**src/rtl/seg_scan_driver.sv**
```systemverilog
// Multiplexed 8-digit common-anode seven-segment driver.
// Snapshots the packed BCD/separator word once per frame, with per-digit blanking and blinking.
module seg_scan_driver #(
    parameter int unsigned DIGIT_CYC = 50_000,
    parameter int unsigned BLANK_CYC = 500,
    parameter int unsigned BLINK_CYC = 25_000_000
) (
    input  logic        clk,
    input  logic        rst,
    input  logic [31:0] din,
    input  logic [7:0]  blank_mask,
    input  logic [7:0]  blink_mask,
    output logic [7:0]  sel,
    output logic [7:0]  seg,
    output logic        frame_start
);

    localparam int unsigned SLOT_W  = (DIGIT_CYC > 1) ? $clog2(DIGIT_CYC) : 1;
    localparam int unsigned BLINK_W = (BLINK_CYC > 1) ? $clog2(BLINK_CYC) : 1;

    localparam logic [SLOT_W-1:0]  SLOT_LAST  = SLOT_W'(DIGIT_CYC - 1);
    localparam logic [SLOT_W-1:0]  SLOT_BLANK = SLOT_W'(BLANK_CYC);
    localparam logic [BLINK_W-1:0] BLINK_LAST = BLINK_W'(BLINK_CYC - 1);

    logic [SLOT_W-1:0]  r_slot;
    logic [2:0]         r_idx;
    logic [BLINK_W-1:0] r_blink_cnt;
    logic               r_blink_phase;
    logic [31:0]        r_shadow;
    logic [7:0]         r_sel;
    logic [7:0]         r_seg;
    logic               r_frame_start;

    logic               w_slot_wrap;
    logic               w_blink_wrap;
    logic               w_frame_load;
    logic [3:0]         w_nibble;
    logic [7:0]         w_seg_on;
    logic [7:0]         w_sel_next;
    logic [7:0]         w_seg_next;

    assign w_slot_wrap  = (r_slot == SLOT_LAST);
    assign w_blink_wrap = (r_blink_cnt == BLINK_LAST);
    assign w_frame_load = (r_idx == 3'd0) && (r_slot == '0);
    assign w_nibble     = r_shadow[{r_idx, 2'b00} +: 4];

    // Slot timer and digit index
    always_ff @(posedge clk or posedge rst) begin
        if (rst) begin
            r_slot <= '0;
            r_idx  <= 3'd0;
        end else if (w_slot_wrap) begin
            r_slot <= '0;
            r_idx  <= r_idx + 3'd1;
        end else begin
            r_slot <= r_slot + SLOT_W'(1);
        end
    end

    // Blink half-period timer
    always_ff @(posedge clk or posedge rst) begin
        if (rst) begin
            r_blink_cnt   <= '0;
            r_blink_phase <= 1'b0;
        end else if (w_blink_wrap) begin
            r_blink_cnt   <= '0;
            r_blink_phase <= ~r_blink_phase;
        end else begin
            r_blink_cnt   <= r_blink_cnt + BLINK_W'(1);
        end
    end

    // Frame snapshot lands in digit 0's blank window, so no frame mixes old and new data
    always_ff @(posedge clk or posedge rst) begin
        if (rst) begin
            r_shadow      <= 32'hFFFF_FFFF;
            r_frame_start <= 1'b0;
        end else begin
            r_frame_start <= w_frame_load;
            if (w_frame_load) begin
                r_shadow <= din;
            end
        end
    end

    // Code to active-high {dp,g,f,e,d,c,b,a}; dp never lit
    always_comb begin
        w_seg_on = 8'h00;
        case (w_nibble)
            4'h0: w_seg_on = 8'h3F;
            4'h1: w_seg_on = 8'h06;
            4'h2: w_seg_on = 8'h5B;
            4'h3: w_seg_on = 8'h4F;
            4'h4: w_seg_on = 8'h66;
            4'h5: w_seg_on = 8'h6D;
            4'h6: w_seg_on = 8'h7D;
            4'h7: w_seg_on = 8'h07;
            4'h8: w_seg_on = 8'h7F;
            4'h9: w_seg_on = 8'h6F;
            4'hA: w_seg_on = 8'h40;
            4'hB: w_seg_on = 8'h7C;
            4'hC: w_seg_on = 8'h39;
            4'hD: w_seg_on = 8'h5E;
            4'hE: w_seg_on = 8'h79;
            default: w_seg_on = 8'h00;
        endcase
    end

    always_comb begin
        w_sel_next = 8'hFF;
        w_seg_next = ~w_seg_on;
        if ((r_slot >= SLOT_BLANK) && !blank_mask[r_idx]) begin
            w_sel_next = ~(8'b1 << r_idx);
        end
        if (blink_mask[r_idx] && r_blink_phase) begin
            w_seg_next = 8'hFF;
        end
    end

    always_ff @(posedge clk or posedge rst) begin
        if (rst) begin
            r_sel <= 8'hFF;
            r_seg <= 8'hFF;
        end else begin
            r_sel <= w_sel_next;
            r_seg <= w_seg_next;
        end
    end

    assign sel         = r_sel;
    assign seg         = r_seg;
    assign frame_start = r_frame_start;

endmodule

```
**config.mk**
```make
export PLATFORM = sky130hd
export DESIGN_NAME = seg_scan_driver
export DESIGN_NICKNAME = d
export VERILOG_FILES = /design/src/rtl/seg_scan_driver.sv
export SDC_FILE = /design/constraint.sdc
export NUM_CORES = 1
export LEC_CHECK = 0
export ABC_CLOCK_PERIOD_IN_PS = 2750
export CORE_ASPECT_RATIO = 1.75
export CORE_MARGIN = 2
export CORE_UTILIZATION = 51
export CTS_BUF_LIST = sky130_fd_sc_hd__clkbuf_4
export DETAILED_ROUTE_END_ITERATION = 12
export PLACE_DENSITY = 0.85
export SKIP_CTS_REPAIR_TIMING = 1
export SLEW_MARGIN = 20
export SYNTH_ARGS = -nofsm -noshare
export SYNTH_HDL_FRONTEND = slang
export SYNTH_SLANG_ARGS = --single-unit
export TNS_END_PERCENT = 100
```
**constraint.sdc**
```tcl
create_clock -name clk -period 2.75 [get_ports clk]
set_input_delay 0.55 -clock clk [delete_from_list [all_inputs] [get_ports clk]]
set_output_delay 0.55 -clock clk [all_outputs]
set_load 0.1 [all_outputs]
```
# Word-level counts from Yosys, hierarchy flattened
# Memories as Yosys holds them, arrays and structs flattened.
# Index checks and enable logic that the tools add are counted.
[totals]
reg_bits = 94
mem_bits_ro = 112
input_bits = 50
elab_cells = 35
n_memories = 1
[memory_table]
columns = ["memory", "words", "width", "rd", "rd_ports_with_merged_regs", "write_ports", "line_no", "rtl"]
rows = [
  ["(no name shown)", 16, 7, 1, 0, 0, "89", "case (w_nibble)"],
]
[classes]
add_sub_neg = 3
magnitude_cmp = 2
eq_ne = 2
n_shift = 2
n_mux = 8
bitwise = 3
n_reduce_logical = 6
[op_table]
columns = ["operator", "count"]
rows = [
  ["indexed part select 32 x 6 -> 4 bit", 1],
  ["adder 25 x 1 -> 25 bit, second input constant", 1],
  ["equality test 25 bit, second input constant", 1],
  ["2-to-1 mux 25 bit", 1],
  ["adder 16 x 1 -> 16 bit, second input constant", 1],
  ["equality test 16 bit, second input constant", 1],
  [">= comparator 16 x 9 -> 1 bit, second input constant", 1],
  ["zero test 16 bit", 1],
  ["2-to-1 mux 16 bit", 1],
  ["2-to-1 mux 8 bit", 2],
  ["NOT 8 bit", 2],
  ["left shift 1 x 3 -> 8 bit, first input constant", 1],
  ["binary-select mux 1 bit (select 3 bit)", 2],
  ["< comparator 3 x 4 -> 1 bit, second input constant", 1],
  ["adder 3 x 1 -> 3 bit, second input constant", 1],
  ["logical AND 1 bit", 3],
  ["zero test 3 bit", 1],
  ["2-to-1 mux 1 bit", 2],
  ["zero test 1 bit", 1],
  ["NOT 1 bit", 1],
]

# Logic depth before layout (Yosys ltp)
# Gate-level depths: netlist (run 1).
[logic_depth]
ltp_word = 5
ltp_mapped = 8
ltp_nobuf = 7

# Least setup slack after synthesis (run 1)
# No wires, ideal clock.
[synth_timing]
path_type = "flip-flop to flip-flop"
from = "reg r_idx[0]"
to = "reg r_seg[3] (netlist: seg[3])"
setup_ns = 0.093
t_arrival_ns = 2.419
path_slack_ns = 0.238
path_stages_with_launch = 9
path_buffers = 1
synth_period_minus_slack_ns = 2.512
cell_sequence = "dfrtp_1 > buf_2 > mux4_2 > mux2i_1 > inv_1 > ha_1 > and2_1 > o21ai_0 > o211ai_1"
[synth_via]
elab_chain_cells = 4
elab_cells_between_ends = 7
classes_between = "shift: 1; mux: 3; bitwise: 1; reduce/logical: 1; memory: 1"
[synth_rtl]
columns = ["item", "line_no", "rtl"]
rows = [
  ["start, declared", "26", "logic [2:0] r_idx;"],
  ["start signal, assigned", "54", "r_idx <= r_idx + 3'd1;"],
  ["indexed part select 32 x 6 -> 4 bit / binary-select mux 1 bit (select 3 bit) (equally long branches)", "45, 115", ""],
  ["memory read (16 x 7 bit) / 2-to-1 mux 1 bit (equally long branches)", "-", ""],
  ["NOT 8 bit / logical AND 1 bit (equally long branches)", "111, 115", ""],
  ["2-to-1 mux 8 bit *", "115", "if (blink_mask[r_idx] && r_blink_phase) begin"],
  ["net w_seg_next[3]", "40", "logic [7:0] w_seg_next;"],
  ["end signal, assigned", "126", "r_seg <= w_seg_next;"],
  ["end, declared", "31", "logic [7:0] r_seg;"],
]
# Mark *: on every way through the listed nets, which the timed path passes. The rest lies on a longest branch. The select of a mux whose other input is x is not followed.
# A chain may end at the register's enable or synchronous reset.

# Worst setup path after layout (run 1)
[layout_timing]
from = "reg r_idx[0]"
to = "reg r_seg[0] (netlist: seg[0])"
# The elaborated chain is that of the path after synthesis.

==> results of run 1 <==
## power breakdown
part	internal, mW	leakage, nW	total (mW)	switching (mW)
combinational	0.126	1.16	0.285	0.159
sequential	1.43	1.11	1.45	0.0175
clock	0.388	0.0887	0.869	0.481
total	1.94	2.36	2.60	0.657
## per-stage QoR
step / setup WS [ns] / area (µm²)
global placement: 0.3534 / 5353
CTS: 0.2489 / 5524
detailed placement: 0.2631 / 5353
floorplan: 0.2384 / 4597
finish: 0.2675 / 5527
global route: 0.02148 / 5527
## state kept, by name (all words and copies together) (netlist names)
signal and cells:
r_idx 3, r_slot 16, seg 7, r_blink_cnt 25, r_blink_phase 1, frame_start 1
r_shadow 32, sel 8
## worst max-delay path, cell delays in order, from the launching register on
cell     delay, ns
dfrtp_1       0.68
mux4_2        0.57
mux2_2        0.34
inv_1         0.16
ha_1          0.19
mux2i_1       0.08
and2_1        0.18
o31ai_1       0.22
## how the worst max path moves through the flow
stage,start,end,slack [ns],cells after the start
6_report,r_idx[0],seg[0],0.27,7
5_1_grt,r_idx[0],seg[3],0.02,7
4_1_cts,r_idx[0],seg[0],0.25,7
3_5_place_dp,r_idx[0],seg[5],0.26,6
3_3_place_gp,r_idx[0],seg[5],0.35,6
2_1_floorplan,r_idx[0],seg[3],0.24,8
## logic make-up (layout without fill, tap and decap cells)
family,Yosys count,count (layout),share of synthesized area [%]
xor gates and xnor gates,36,36,6.865
buffers and inverters,24,99,2.696
adders and majority gates,16,16,4.358
and+or+nand+nor,132,132,15.31
DFF,93,93,51.95
AOI/OAI and AO/OA,18,18,2.588
muxes,55,55,16.15
other,1,2,0.08164
## area by class of cell
type	instances	area, µm²
clock inverter	6	96.34
multi-input combinational	258	2083
tap	117	146.4
inverter	10	41.29
antenna	1	2.502
clock buffer	10	75.07
sequential	93	2386
timing repair buffer	73	695.7
fill	658	3201
## placed cells by master (no fill, tap or decap), types with 12 or more instances in the layout
cell,n
clkdlybuf4s50_1,49
dfstp_2,47
dfrtp_1,46
mux2_2,32
nor2_1,29
nand2_1,28
buf_4,22
xor2_1,19
xnor2_1,17
nand3_1,16
ha_1,16
mux4_2,12
## routing by layer
metal,part of all wire [%],vias to the layer above,wire length (µm),track usage (%)
met1,39,1544,3627,25.52
li1,-,1454,-,-
met2,54,77,5034,34.99
met5,0,-,0,0
met4,3.5,0,326,10.32
met3,3.1,24,285,4.044
==> results.cfg, run 1 <==
[routing]
wl_um = 9273
firstDrtPassIters = 4
via_per_inst = 5.456
via_count = 3099
antenna_left = 0
drc = 0
wl_per_cell_um = 16.33
drt-initial-drc-count = 137

[yosys]
synth.most_common_cell = dfstp_2
syn_area_um2 = 4593
async_reset_ff_share_pct = 100.0
syn_inst = 375
yosys_warnings = 0
yosys.area.top_type = dfstp_2
ys_seq_area_share_pct = 51.95
synth.distinct_cells = 42
synth_edf_count = 0
ys_top_cells_by_count = dfstp_2 (47), dfrtp_1 (46), mux2_2 (32)
syn_area_per_cell_um2 = 12.25
post-synth-top-area-fraction_pct = 26.89
yosys_register_bits = 93
ys.flop_type = dfstp_2
yosys-top-cells-area = dfstp_2 (27%), dfrtp_1 (25%), mux2_2 (7.8%)
syn_nets = 441

[cells_and_area]
nets = 511
areaGrowthSynthToFinish_pct = 20.32
final_cells = 568
post-route-util_pct = 63.33
drive_above_1_share_pct = 31.56

[critical_path]
worstPathRequired_ns = 3.12
worstSetupStartpointType = register
rr_startpoint = r_idx[0]
crit_path_end_kind = register
ff2ff_setup_slack_ns = 0.27
timing.rr.end = seg[0]
crit_type = register to register
crit_arrival_ns = 2.85
r2r.worst_path.cells = 7
cp_max_fo = 9

[sta]
fin_hold_ws_ns = 0.4990
worst-slew-pin-transition_ns = 0.5750
finalCriticalPeriod_ns = 2.483
rsz0062_at_grt = no
slew_headroom_pct = 60.57
fmax_mhz = 402.8
drv_slew = 0
worst_clock_skew_ns = 0.02162
finalHoldViolCount = 0
fin_crit_sh_pct = 90.27
setup_viol = 0
fin_setup_tns_ns = 0

[clocking]
cts_tree = yes
cts_buffers = 9
clock_path_buffers = 2
cts_sinks = 93
clock_latency_ns = 0.45
h-tree-depth = 3
clk_pin_slew_ns = 0.14
cts-root-buf = clkbuf_4

[grt]
grt_pass1_vias = 3234
grt_max_degree = 94
grt_pass1_wl_um = 15270
grt_usage_pct = 21.05
grt.overflow.total = 0
antenna_found_initial = 1

[min_path]
min_from = r_blink_phase
holdPathEnd = r_blink_phase
min-delay-path-class = register to register
min_path_cells = 1

[floorplan]
num_rows = 45
die-width_um = 75.74
die_h_um = 129.5
start_util_pct = 52.63
coreArea_um2 = 8727
ios = 67
fp.dieArea_um2 = 9811

[power]
leakagePower_nw = 2.359
fin_total_pwr_mw = 2.600
p_per_area_nw_per_um2 = 470.5
peakVddDrop_mv = 0.3754

[placement]
io_buffers = 65
dp_hpwl_um = 6890
gp_congestion = 0.9613
dpl.cell_count = 551

[outcome]
outcome = finished clean

[flow_run]
maxCapViolCount = 0
Power figures use the tool's default switching activity.
==> run 2: changes to the inputs <==
--- a/config.mk
+++ b/config.mk
@@ -8,10 +8,11 @@
 export ABC_CLOCK_PERIOD_IN_PS = 2750
 export CORE_ASPECT_RATIO = 1.75
 export CORE_MARGIN = 2
-export CORE_UTILIZATION = 51
+export CORE_UTILIZATION = 55
 export CTS_BUF_LIST = sky130_fd_sc_hd__clkbuf_4
 export DETAILED_ROUTE_END_ITERATION = 12
-export PLACE_DENSITY = 0.85
+export DONT_BUFFER_PORTS = 1
+export PLACE_DENSITY = 0.79
 export SKIP_CTS_REPAIR_TIMING = 1
 export SLEW_MARGIN = 20
 export SYNTH_ARGS = -nofsm -noshare
==> run 2 against run 1 <==
Setup slack gained 0.13 ns. Final area fell by 13%. Fmax is 5.7% higher. Die area shrank 7.0%. Sequential share of layout area increased by 6.3 points. Cell count fell by 16%. First-iteration DRC count increased by 56%. Flip-flop and latch count is the same. Utilization fell by 4.6 points. Non-clock buffer count fell by 65. Worst hold slack worse by 0.39 ns. Routed wire length down 4.3%.
==> results.cfg, run 2 (synthesis gave the netlist of run 1 again) <==
[routing]
via_per_inst = 6.021
wl_met1_um = 3226
met3_length_um = 395
wl_per_cell_um = 18.60
wl_um = 8874
drt-initial-drc-count = 214
firstDrtPassIters = 6
topRoutingLayerUsed = met4
drc = 0
via_count = 2872
dr_wl_met2_um = 5031
antenna_left = 0

[grt]
grt_max_degree = 94
antenna_found_initial = 0
grt_pass1_wl_um = 14910
grt.overflow.total = 0
grt_usage_pct = 21.41
grt_pass1_vias = 3050

[cells_and_area]
largest_reg_flops = 32
drive_above_1_share_pct = 31.95
fin_area_um2 = 4820
final_common_cell = dfstp_2
layout_common_cells = dfstp_2 (47), dfrtp_1 (46), mux2_2 (32), nor2_1 (29), nand2_1 (28)
top_register = r_shadow
post-route-util_pct = 58.76
nets = 446
n_antenna_cell = 0
areaGrowthSynthToFinish_pct = 4.930
top_regs = r_shadow (32), r_blink_cnt (25), r_slot (16)

[clocking]
cts_buffers = 9
clock_path_buffers = 2
clk_pin_slew_ns = 0.14
h-tree-depth = 3
cts_tree = yes
cts-root-buf = clkbuf_4
cts_sinks = 93
clock_latency_ns = 0.44

[placement]
gp_congestion = 0.9523
dp_hpwl_um = 6613
dpl_worst_slack_ns = 0.4213
io_buffers = 0
place_area_um2 = 4711

[critical_path]
worstSetupStartpointType = register
rr_startpoint = r_blink_cnt[6]
ff2ff_setup_slack_ns = 0.40
crit_type = register to register
crit_path_end_kind = register
r2r.worst_path.cells = 5
worstPathRequired_ns = 3.12
cp_max_fo = 11
crit_start = r_blink_cnt[6]
crit_arrival_ns = 2.72

[outcome]
outcome = finished clean

[sta]
worst_clock_skew_ns = 0.02238
rsz0062_at_grt = no
fin_crit_sh_pct = 85.39
slew_headroom_pct = 41.81
drv_slew = 0
worst-slew-pin-transition_ns = 0.8734
setup_viol = 0
fmax_mhz = 425.9
setup_ws_ns = 0.4019
finalCriticalPeriod_ns = 2.348
fin_setup_tns_ns = 0
finalHoldViolCount = 0

[floorplan]
die_h_um = 124.9
ios = 67
num_rows = 44
fp.dieArea_um2 = 9127
start_util_pct = 55.99
coreArea_um2 = 8203
die-width_um = 73.08

[flow_run]
maxCapViolCount = 0

[power]
leakagePower_nw = 2.065
peakVddDrop_mv = 0.3131
p_per_area_nw_per_um2 = 471.8

[min_path]
min-delay-path-class = primary input to asynchronous set/reset pin
run 2: cell types whose count changed in the layout (fill, tap and decap cells not counted), sizes merged, moves of 2 or more:
| cell | before | now |
|---|---|---|
| buf | 24 | 8 |
| clkdlybuf4s50 | 49 | 0 |
| clkbuf | 10 | 12 |
| bufinv | 2 | 0 |
run 2: metrics by stage:
stage	power, mW	instances	hold slack (ns)
after floorplan	1.637	375	0.4415
after global placement	1.666	461	0.4609
after detailed placement	1.672	461	0.4727
after CTS	2.307	477	0.09745
after global routing	2.371	477	0.1284
final	2.274	477	0.1126
run 2: per-layer routing:
layer	GRT usage (%)	up-vias
li1	-	1326
met3	5.016	15
met2	37.25	81
met1	24.21	1450
met5	0	-
met4	9.150	0
run 2: path summary, 6_finish.rpt:
path	to
setup / recovery	r_blink_phase
hold / removal	r_idx[0]
setup reg to reg	r_blink_phase
hold reg to reg	r_blink_phase
max in group asynchronous	seg[5]
min in group clk	r_shadow[23]
run 2: area by class of cell:
type / instances / area (µm²)
clock buffers: 12 / 90.09
clock inverters: 4 / 18.77
fillers: 663 / 3383
inverters: 10 / 41.29
multi-input cells: 258 / 2083
flip-flops and latches: 93 / 2386
well taps: 92 / 115.1
repair buffers: 8 / 85.08
run 2: critical path, cell delays in order, from the launching register on:
cell     delay (ns)
dfrtp_1        0.46
or4b_2         0.67
or4_1          0.56
nor3_4         0.23
buf_4          0.22
xor2_1         0.14
run 2: where the power goes:
group          switching [mW]  internal, mW
combinational          0.0684        0.0534
clock                   0.420         0.209
sequential             0.0923          1.43
total                   0.580          1.69
